==> config.mk <==
export PLATFORM = sky130hd
export DESIGN_NAME = fft_bfly_pipe
export DESIGN_NICKNAME = d
export VERILOG_FILES = /design/src/rtl/fft_bfly_pipe.sv
export SDC_FILE = /design/constraint.sdc
export NUM_CORES = 2
export LEC_CHECK = 0
export CORE_MARGIN = 2
export CORE_UTILIZATION = 52
export DETAILED_ROUTE_END_ITERATION = 7
export GPL_ROUTABILITY_DRIVEN = 0
export GPL_TIMING_DRIVEN = 0
export HOLD_SLACK_MARGIN = 0.08
export PLACE_DENSITY = 0.68
export SLEW_MARGIN = 15
export SYNTH_ARGS = -nofsm -noshare
export SYNTH_HDL_FRONTEND = slang
export SYNTH_SLANG_ARGS = --single-unit
==> constraint.sdc <==
create_clock -name clk -period 9.8 [get_ports clk]
set_input_delay 1.47 -clock clk [delete_from_list [all_inputs] [get_ports clk]]
set_output_delay 1.47 -clock clk [all_outputs]
set_load 0.005 [all_outputs]
==> src/rtl/fft_bfly_pipe.sv <==
// fft_bfly_pipe: three-stage radix-2 DIT butterfly, x = a + w*b, y = a - w*b,
// with valid/ready flow control and a sticky saturation flag.
//
// Optional build macro: BFLY_ROUND_EN (round-half-up in the twiddle product
// shift and in the scale-by-1/2 shift; truncation when undefined).
//
// Ports (all complex buses packed {re,im}):
//   clk, rst_n       rising-edge clock, asynchronous active-low reset
//   in_valid/ready   operand beat handshake (in_ready is combinational)
//   in_a, in_b       operands, DATA_W-bit signed components
//   in_tw            twiddle, Q1.(TW_W-1) signed components
//   in_scale         1 = halve results, 0 = saturate at full scale
//   in_tag           sideband tag carried with the beat
//   out_valid/ready  result beat handshake
//   out_x, out_y     a + w*b, a - w*b
//   out_tag          tag of the result beat
//   ovf_sticky       any saturation since the last clear
//   ovf_clr          synchronous clear of ovf_sticky (a set wins)
module fft_bfly_pipe #(
  parameter int unsigned DATA_W = 16,
  parameter int unsigned TW_W   = 16,
  parameter int unsigned TAG_W  = 5
) (
  input  logic                clk,
  input  logic                rst_n,
  input  logic                in_valid,
  output logic                in_ready,
  input  logic [2*DATA_W-1:0] in_a,
  input  logic [2*DATA_W-1:0] in_b,
  input  logic [2*TW_W-1:0]   in_tw,
  input  logic                in_scale,
  input  logic [TAG_W-1:0]    in_tag,
  output logic                out_valid,
  input  logic                out_ready,
  output logic [2*DATA_W-1:0] out_x,
  output logic [2*DATA_W-1:0] out_y,
  output logic [TAG_W-1:0]    out_tag,
  output logic                ovf_sticky,
  input  logic                ovf_clr
);

  localparam int unsigned CW = 2 * DATA_W;
  localparam int unsigned TC = 2 * TW_W;
  localparam int unsigned PW = DATA_W + TW_W + 1;
  localparam int unsigned SW = DATA_W + 2;

  // Add/sub one component, optionally halve, then saturate; returns {ovf, value}.
  function automatic logic [DATA_W:0] f_bfly(
    input logic signed [DATA_W-1:0] a,
    input logic signed [DATA_W:0]   t,
    input logic                     scale,
    input logic                     sub
  );
    logic signed [SW-1:0] s;
    logic                 ovf;
    logic [DATA_W-1:0]    v;
    s = sub ? (SW'(a) - SW'(t)) : (SW'(a) + SW'(t));
    if (scale) begin
`ifdef BFLY_ROUND_EN
      s = s + SW'(1);
`endif
      s = s >>> 1;
    end
    // In range exactly when the bits above the DATA_W sign bit all match it.
    ovf = !((&s[SW-1:DATA_W-1]) || !(|s[SW-1:DATA_W-1]));
    if (ovf) begin
      v = s[SW-1] ? {1'b1, {(DATA_W-1){1'b0}}} : {1'b0, {(DATA_W-1){1'b1}}};
    end else begin
      v = s[DATA_W-1:0];
    end
    return {ovf, v};
  endfunction

  logic w_adv;

  logic               r_s1_valid;
  logic [CW-1:0]      r_s1_a;
  logic [CW-1:0]      r_s1_b;
  logic [TC-1:0]      r_s1_tw;
  logic               r_s1_scale;
  logic [TAG_W-1:0]   r_s1_tag;

  logic               r_s2_valid;
  logic signed [DATA_W:0] r_s2_tr;
  logic signed [DATA_W:0] r_s2_ti;
  logic [CW-1:0]      r_s2_a;
  logic               r_s2_scale;
  logic [TAG_W-1:0]   r_s2_tag;

  logic               r_s3_valid;
  logic               r_ovf;

  logic signed [DATA_W-1:0] w_br, w_bi;
  logic signed [TW_W-1:0]   w_wr, w_wi;
  logic signed [PW-1:0]     w_pr, w_pi;
  logic signed [PW-1:0]     w_pr_r, w_pi_r;
  logic signed [DATA_W:0]   w_tr, w_ti;
  logic [DATA_W:0]          w_xr, w_xi, w_yr, w_yi;
  logic                     w_ovf;

  // The whole pipeline moves together; bubbles are kept, not squeezed out.
  assign w_adv     = !r_s3_valid || out_ready;
  assign in_ready  = w_adv;
  assign out_valid = r_s3_valid;
  assign ovf_sticky = r_ovf;

  // S1: operand capture.
  always_ff @(posedge clk or negedge rst_n) begin
    if (!rst_n) begin
      r_s1_valid <= 1'b0;
      r_s1_a     <= '0;
      r_s1_b     <= '0;
      r_s1_tw    <= '0;
      r_s1_scale <= 1'b0;
      r_s1_tag   <= '0;
    end else if (w_adv) begin
      r_s1_valid <= in_valid;
      if (in_valid) begin
        r_s1_a     <= in_a;
        r_s1_b     <= in_b;
        r_s1_tw    <= in_tw;
        r_s1_scale <= in_scale;
        r_s1_tag   <= in_tag;
      end
    end
  end

  assign w_br = r_s1_b[CW-1:DATA_W];
  assign w_bi = r_s1_b[DATA_W-1:0];
  assign w_wr = r_s1_tw[TC-1:TW_W];
  assign w_wi = r_s1_tw[TW_W-1:0];

  // Complex product at full width, then drop the Q1 fraction bits.
  always_comb begin
    w_pr = PW'(w_br) * PW'(w_wr) - PW'(w_bi) * PW'(w_wi);
    w_pi = PW'(w_br) * PW'(w_wi) + PW'(w_bi) * PW'(w_wr);
`ifdef BFLY_ROUND_EN
    w_pr_r = w_pr + (PW'(1) <<< (TW_W - 2));
    w_pi_r = w_pi + (PW'(1) <<< (TW_W - 2));
`else
    w_pr_r = w_pr;
    w_pi_r = w_pi;
`endif
    w_tr = (DATA_W + 1)'(w_pr_r >>> (TW_W - 1));
    w_ti = (DATA_W + 1)'(w_pi_r >>> (TW_W - 1));
  end

  // S2: product register.
  always_ff @(posedge clk or negedge rst_n) begin
    if (!rst_n) begin
      r_s2_valid <= 1'b0;
      r_s2_tr    <= '0;
      r_s2_ti    <= '0;
      r_s2_a     <= '0;
      r_s2_scale <= 1'b0;
      r_s2_tag   <= '0;
    end else if (w_adv) begin
      r_s2_valid <= r_s1_valid;
      if (r_s1_valid) begin
        r_s2_tr    <= w_tr;
        r_s2_ti    <= w_ti;
        r_s2_a     <= r_s1_a;
        r_s2_scale <= r_s1_scale;
        r_s2_tag   <= r_s1_tag;
      end
    end
  end

  assign w_xr = f_bfly(r_s2_a[CW-1:DATA_W], r_s2_tr, r_s2_scale, 1'b0);
  assign w_xi = f_bfly(r_s2_a[DATA_W-1:0],  r_s2_ti, r_s2_scale, 1'b0);
  assign w_yr = f_bfly(r_s2_a[CW-1:DATA_W], r_s2_tr, r_s2_scale, 1'b1);
  assign w_yi = f_bfly(r_s2_a[DATA_W-1:0],  r_s2_ti, r_s2_scale, 1'b1);
  assign w_ovf = w_xr[DATA_W] | w_xi[DATA_W] | w_yr[DATA_W] | w_yi[DATA_W];

  // S3: add/sub result, drives the output port directly.
  always_ff @(posedge clk or negedge rst_n) begin
    if (!rst_n) begin
      r_s3_valid <= 1'b0;
      out_x      <= '0;
      out_y      <= '0;
      out_tag    <= '0;
    end else if (w_adv) begin
      r_s3_valid <= r_s2_valid;
      if (r_s2_valid) begin
        out_x   <= {w_xr[DATA_W-1:0], w_xi[DATA_W-1:0]};
        out_y   <= {w_yr[DATA_W-1:0], w_yi[DATA_W-1:0]};
        out_tag <= r_s2_tag;
      end
    end
  end

  // Sticky overflow: a saturating beat entering S3 beats a same-edge clear.
  always_ff @(posedge clk or negedge rst_n) begin
    if (!rst_n) begin
      r_ovf <= 1'b0;
    end else if (w_adv && r_s2_valid && w_ovf) begin
      r_ovf <= 1'b1;
    end else if (ovf_clr) begin
      r_ovf <= 1'b0;
    end
  end

endmodule

# Word level (Yosys, flattened, before mapping)
# Cells that the tools add are included.
totals:
  out_inout_bits: 72
  reg_bits: 247
  wordCells: 72
classes:
  mux: 14
  n_addsub: 6
  bitwise: 3
  n_mul: 4
  n_reduce_logical: 28
op_table:
  columns: ["cell", "n"]
  rows:
  - ["16-bit by 16-bit multiplier with 32-bit output", 4]
  - ["16-bit two-way mux", 8]
  - ["17-bit two-way mux", 4]
  - ["16-bit by 17-bit adder with 18-bit output", 2]
  - ["16-bit by 17-bit subtractor with 18-bit output", 2]
  - ["32-bit adder", 1]
  - ["32-bit subtractor", 1]
  - ["3-bit AND reduction", 4]
  - ["3-bit OR reduction", 4]
  - ["1-bit zero test", 9]
  - ["2-bit AND reduction", 3]
  - ["1-bit logical OR", 5]
  - ["1-bit bitwise OR", 3]
  - ["1-bit logical AND", 2]
  - ["1-bit two-way mux", 2]
  - ["2-bit nonzero test", 1]

# Depth between registers and ports, before layout
logic_depth:
  word_depth: 11
  ltp_mapped: 29

# Least setup slack after synthesis
# No wires, ideal clock.
synth_timing:
  path_kind: "reg2reg"
  start: "register r_s1_b[15]"
  end: "register r_s2_ti[15]"
  period_less_slack_ns: 7.575
  setup_time_ns: 0.133
  arrival_time_ns: 7.442
  slack_ns: 2.225
  stages_incl_launch_ff: 25
  required_ns: 9.667
  n_path_buf: 1
  path_cell_list: "dfrtp_1 clkbuf_1 nand2_1 fa_1 inv_1 fa_1 inv_1 fa_1 inv_1 fa_1 fa_1 fa_1 fa_1 inv_1 fa_1 inv_1 ha_1 a21o_1 nand2b_1 and4_1 a21o_1 o41ai_1 o221ai_1 xnor2_1 o21ai_0"
synth_via:
  elab_chain_len: 2
synth_lines:
  columns: ["item", "line", "rtl"]
  rows:
  - ["start: declaration", "78", "logic [CW-1:0] r_s1_b;"]
  - ["start signal: assignment", "120", "r_s1_b <= in_b;"]
  - ["16-bit by 16-bit multiplier with 32-bit output", "136", "w_pi = PW'(w_br) * PW'(w_wi) + PW'(w_bi) * PW'(w_wr);"]
  - ["32-bit adder", "136", null]
  - ["end signal: assignment", "161", "r_s2_ti <= w_ti;"]
  - ["end: declaration", "85", "logic signed [DATA_W:0] r_s2_ti;"]
# Every way passes these cells.
# A chain may end at the register's enable or synchronous reset.

# Worst setup path after layout
layout_timing:
  start: "register r_s1_tw[7]"
  end: "register r_s2_ti[15]"
layout_via:
  elab_chain_len: 2
layout_lines:
  columns: ["item", "line", "rtl"]
  rows:
  - ["start: declaration", "79", "logic [TC-1:0] r_s1_tw;"]
  - ["start signal: assignment", "121", "r_s1_tw <= in_tw;"]
  - ["16-bit by 16-bit multiplier with 32-bit output", "136", null]
  - ["32-bit adder", "136", null]
# Every way passes these cells.

==> summary.md <==
The wire-length estimate of the detail-placed layout is 144000 µm. For the count of hold buffers inserted by post-cts repair, the log shows 0. The run gives 10.06 ns as the arrival time of the worst setup path. TritonCTS built the clock tree. The critical path buffer and inverter count was 5; the total area of multi-input combinational cells was 40000 µm². The largest total area in the synthesized netlist belongs to sky130_fd_sc_hd__fa_1. Gate count after technology mapping: 5454. The post-synthesis xor/xnor area fraction is 0.0230. The final wirelength is 178000 µm, and the share of cells above drive strength 1 is 0.0527. Class of the tightest hold or removal check: flip-flop to flip-flop.

The clock skew after layout is 0.0487 ns. Clock-pin slew was measured on the worst setup and hold paths at 0.06 ns. In the final routed layout, each cell accounts on average for 25.3 µm. For the total negative slack, the log shows 0 ns. The number of vias per cell after detailed routing is 5.65, and the number of enable flip-flop cells after synthesis is 0.

Sequential share of the synthesized area: 0.118. First-pass GRT wire length: 265000 µm. At the worst endpoint, the required time is 10.33 ns. The fraction of the mapped netlist area in simple logic gates was 0.130; the clock latency of the later-clocked register in the worst-skew pair was 0.67 ns. Sorting the synthesized cells by area gives the leading types as sky130_fd_sc_hd__fa_1 44%, sky130_fd_sc_hd__dfrtp_1 12%, sky130_fd_sc_hd__inv_1 9.7%, sky130_fd_sc_hd__ha_1 8.8%, sky130_fd_sc_hd__and2_1 5.5%. The run gives 8 as the number of detailed-route iterations in the first pass. The count of synthesis-stage warnings from yosys came out at 0. The slowest stage of the critical path is the sky130_fd_sc_hd__clkbuf_1 cell.

The multiplexer share of the synthesized area is 0.0357. For the top-level port count, the log shows 179. After the last flow step, the layout net total stands at 7298.

In the routed design, unresolved DRC markers number 0. The filler cell count was 8833; the total congestion overflow after global routing was 0. The number of distinct library cells after synthesis was 72; the adder-cell area share of the yosys netlist was 0.530.

The number of max-slew violations in the final report was 0. In this design, the stage delay of the slowest critical-path cell is 0.91 ns. The clock buffer count from CTS was 31. The post-synthesis async set-or-reset flop share came out at 1.00. The run gives 102 as the largest net degree at the start of global routing. The net count after synthesis was 7080. Clock tree synthesis selected as its root buffer the cell sky130_fd_sc_hd__clkbuf_16. The cell that appears most often on the critical path is sky130_fd_sc_hd__fa_1. The tools report the total via count after detailed routing as 39619. The most common cell in the synthesized netlist is sky130_fd_sc_hd__inv_1. For the pin with the worst max-slew slack, the measured transition is 1.37 ns. The number of antenna violations at the first check in global routing is 16, and the critical-path maximum fanout is 10. The number of global-route vias before repair was 42100; the worst-case clock buffer depth was 3. The largest family of logic cells by synthesized area is adder cells. The floorplan row count is 116. Share of Yosys cell area claimed by the top area cell type: 0.442. Across the run, the number of max-cap violations was 0. Timing would allow up to 105 MHz.

The worst slew slack as a fraction of its limit was 0.0848. With fillers left out, the area of the finished cells amounts to 57000 µm². The share of the clock period used by the worst path is 0.972. The compound-gate portion of the synthesized area was 0.0469; the total global-route track usage was 0.356. The run finished with clean final reports. The final count of negative-setup-slack endpoints is 0, and the flip-flop and latch count after synthesis is 247. Counting I/O delays and the setup requirement, the final critical path takes 9.53 ns.

The overall die area is 103000 µm², and the number of clock sinks is 247. The setup path with the least slack is of type flip-flop to flip-flop. The area growth from synthesis to layout is 9.20%.

The run gives 1 as the H-tree depth. The tools report the area of the mapped netlist as 52200 µm². Starting utilization of the core area: 0.523. In this run the mean area of a mapped cell was 9.57 µm². The number of routed nets with antenna violations came out at 0. For the number of failing hold endpoints at the final stage, the log shows 0.

The kind of capture point of the worst setup path is a flip-flop. Setup repair after global routing left no endpoint under its margin. The worst setup path is launched from a flip-flop. The core footprint came out at 99900 µm².

The detailed router finished its first iteration with 3650 violations. Die boundary width: 321 µm. The commonest cells after synthesis are 1343 x sky130_fd_sc_hd__inv_1, 1152 x sky130_fd_sc_hd__fa_1, 635 x sky130_fd_sc_hd__nand2_1.

Port buffering added 178 buffers. The top cell family by delay on the critical path was adder cells. The die is 321 µm tall. Summing all placed instances gives a cell area of 55700 µm². In the final layout, flip-flops and latches occupy 6180 µm². Among all flip-flop cells after synthesis, the most frequent one is sky130_fd_sc_hd__dfrtp_1.
==> logic make-up (layout without fill, tap and decap cells) <==
logic type	Yosys count	in the layout
compound gates	359	359
xor+xnor	137	137
fa+ha+maj	1519	1519
buf+inv	1616	1858
flops	247	247
mux	168	168
other cells	0	22
simple gates	1408	1408
==> worst reg2reg max path, stage by stage (launching register included) <==
cell	delay, ns
sky130_fd_sc_hd__dfrtp_1	0.61
sky130_fd_sc_hd__clkbuf_1	0.92
sky130_fd_sc_hd__and2_1	0.27
sky130_fd_sc_hd__fa_1	0.44
sky130_fd_sc_hd__fa_1	0.44
sky130_fd_sc_hd__fa_1	0.54
sky130_fd_sc_hd__inv_1	0.05
sky130_fd_sc_hd__fa_1	0.47
sky130_fd_sc_hd__inv_1	0.05
sky130_fd_sc_hd__fa_1	0.49
sky130_fd_sc_hd__fa_1	0.56
sky130_fd_sc_hd__fa_1	0.50
sky130_fd_sc_hd__inv_1	0.05
sky130_fd_sc_hd__fa_1	0.47
sky130_fd_sc_hd__inv_1	0.04
sky130_fd_sc_hd__ha_1	0.28
sky130_fd_sc_hd__a21o_1	0.19
sky130_fd_sc_hd__a21oi_2	0.43
sky130_fd_sc_hd__o21ai_0	0.22
sky130_fd_sc_hd__nor2b_1	0.17
sky130_fd_sc_hd__a211o_1	0.50
sky130_fd_sc_hd__a21o_1	0.34
sky130_fd_sc_hd__o41ai_4	0.43
sky130_fd_sc_hd__o221ai_1	0.36
sky130_fd_sc_hd__xnor2_4	0.43
sky130_fd_sc_hd__o21ai_0	0.13
==> metal layers <==
| metal | GRT usage | routed length, µm | up-vias |
|---|---|---|---|
| met5 | 0.00236 | 11 | - |
| met4 | 0.191 | 12800 | 2 |
| li1 | - | - | 16473 |
| met2 | 0.543 | 76500 | 2511 |
| met1 | 0.424 | 62900 | 19884 |
| met3 | 0.157 | 25600 | 749 |
==> layout make-up <==
| type | count | area share |
|---|---|---|
| Antenna cell | 22 | 0.000966 |
| Buffer | 272 | 0.0196 |
| Clock buffer | 37 | 0.0145 |
| Clock inverter | 20 | 0.00391 |
| Inverter | 1344 | 0.0885 |
| Multi-Input combinational cell | 3591 | 0.702 |
| Sequential cell | 247 | 0.108 |
| Tap cell | 1298 | 0.0285 |
| Timing Repair Buffer | 185 | 0.0333 |
==> final timing paths <==
| kind | slack, ns | cells past startpoint | startpoint | end |
|---|---|---|---|---|
| setup / recovery | 0.27 | 25 | r_s1_tw[7] | r_s2_ti[15] |
| hold / removal | 0.46 | 2 | r_s2_tag[3] | out_tag[3] |
| max in group asynchronous | 8.11 | 2 | rst_n | r_s1_tw[29] |
| setup reg to reg | 0.27 | 25 | r_s1_tw[7] | r_s2_ti[15] |
| hold reg to reg | 0.46 | 2 | r_s2_tag[3] | out_tag[3] |
| min in group asynchronous | 0.78 | 1 | rst_n | out_tag[2] |
==> state kept, by name, summed over array words and instances, names as in the netlist <==
signal	cells
r_s2_tr	17
r_s1_tag	5
ovf_sticky	1
r_s1_valid	1
r_s1_scale	1
r_s2_ti	17
r_s2_valid	1
r_s2_tag	5
r_s2_scale	1
r_s1_a	32
out_valid	1
out_tag	5
r_s2_a	32
out_x	32
r_s1_b	32
r_s1_tw	32
out_y	32
==> placed cells by master, fill, tap and decap left out, types with 7 or more instances in the layout <==
master,count
sky130_fd_sc_hd__inv_1,1342
sky130_fd_sc_hd__fa_1,1152
sky130_fd_sc_hd__nand2_1,634
sky130_fd_sc_hd__and2_1,457
sky130_fd_sc_hd__ha_1,367
sky130_fd_sc_hd__dfrtp_1,246
sky130_fd_sc_hd__clkbuf_1,209
sky130_fd_sc_hd__clkdlybuf4s50_1,177
sky130_fd_sc_hd__nor2_1,175
sky130_fd_sc_hd__mux2_2,144
sky130_fd_sc_hd__xnor2_1,97
sky130_fd_sc_hd__o21ai_0,81
sky130_fd_sc_hd__a21oi_1,74
sky130_fd_sc_hd__clkbuf_2,47
sky130_fd_sc_hd__xor2_1,34
sky130_fd_sc_hd__o211ai_1,33
sky130_fd_sc_hd__nand2b_1,31
sky130_fd_sc_hd__clkbuf_16,31
sky130_fd_sc_hd__o22a_1,28
sky130_fd_sc_hd__a21o_1,26
sky130_fd_sc_hd__mux2i_1,24
sky130_fd_sc_hd__diode_2,22
sky130_fd_sc_hd__nor2b_1,21
sky130_fd_sc_hd__nor3_1,20
sky130_fd_sc_hd__o21a_1,15
sky130_fd_sc_hd__nand3_1,12
sky130_fd_sc_hd__a211oi_1,12
sky130_fd_sc_hd__and3_1,10
sky130_fd_sc_hd__or2_2,10
sky130_fd_sc_hd__o21bai_1,10
sky130_fd_sc_hd__o31a_1,9
sky130_fd_sc_hd__or3_1,9
sky130_fd_sc_hd__buf_2,8
sky130_fd_sc_hd__o31ai_1,8
sky130_fd_sc_hd__a31oi_1,8
sky130_fd_sc_hd__clkinvlp_4,7
==> metrics by stage <==
step                std cells   util  setup WS, ns  hold WS, ns
finish                   7016  0.571         0.272        0.462
global placement         6930  0.557         -4.11        0.446
detailed placement       6933  0.558         -1.08        0.447
floorplan                5454      -          2.23        0.433
CTS                      6990  0.569         0.156        0.458
global route             6995  0.570        0.0191        0.499
==> what timing repair did <==
item                                    in CTS  in global routing
buffers inserted                             0                  4
cloned                                       0                  0
endpoints found under the hold margin        0                  0
endpoints found under the setup margin      10                  9
gates resized for setup                     23                 82
pin swaps                                    0                  0
Power is left out: the tool's default activity adds up to more than one toggle a clock period on the data nets, which glitch-free logic cannot reach.
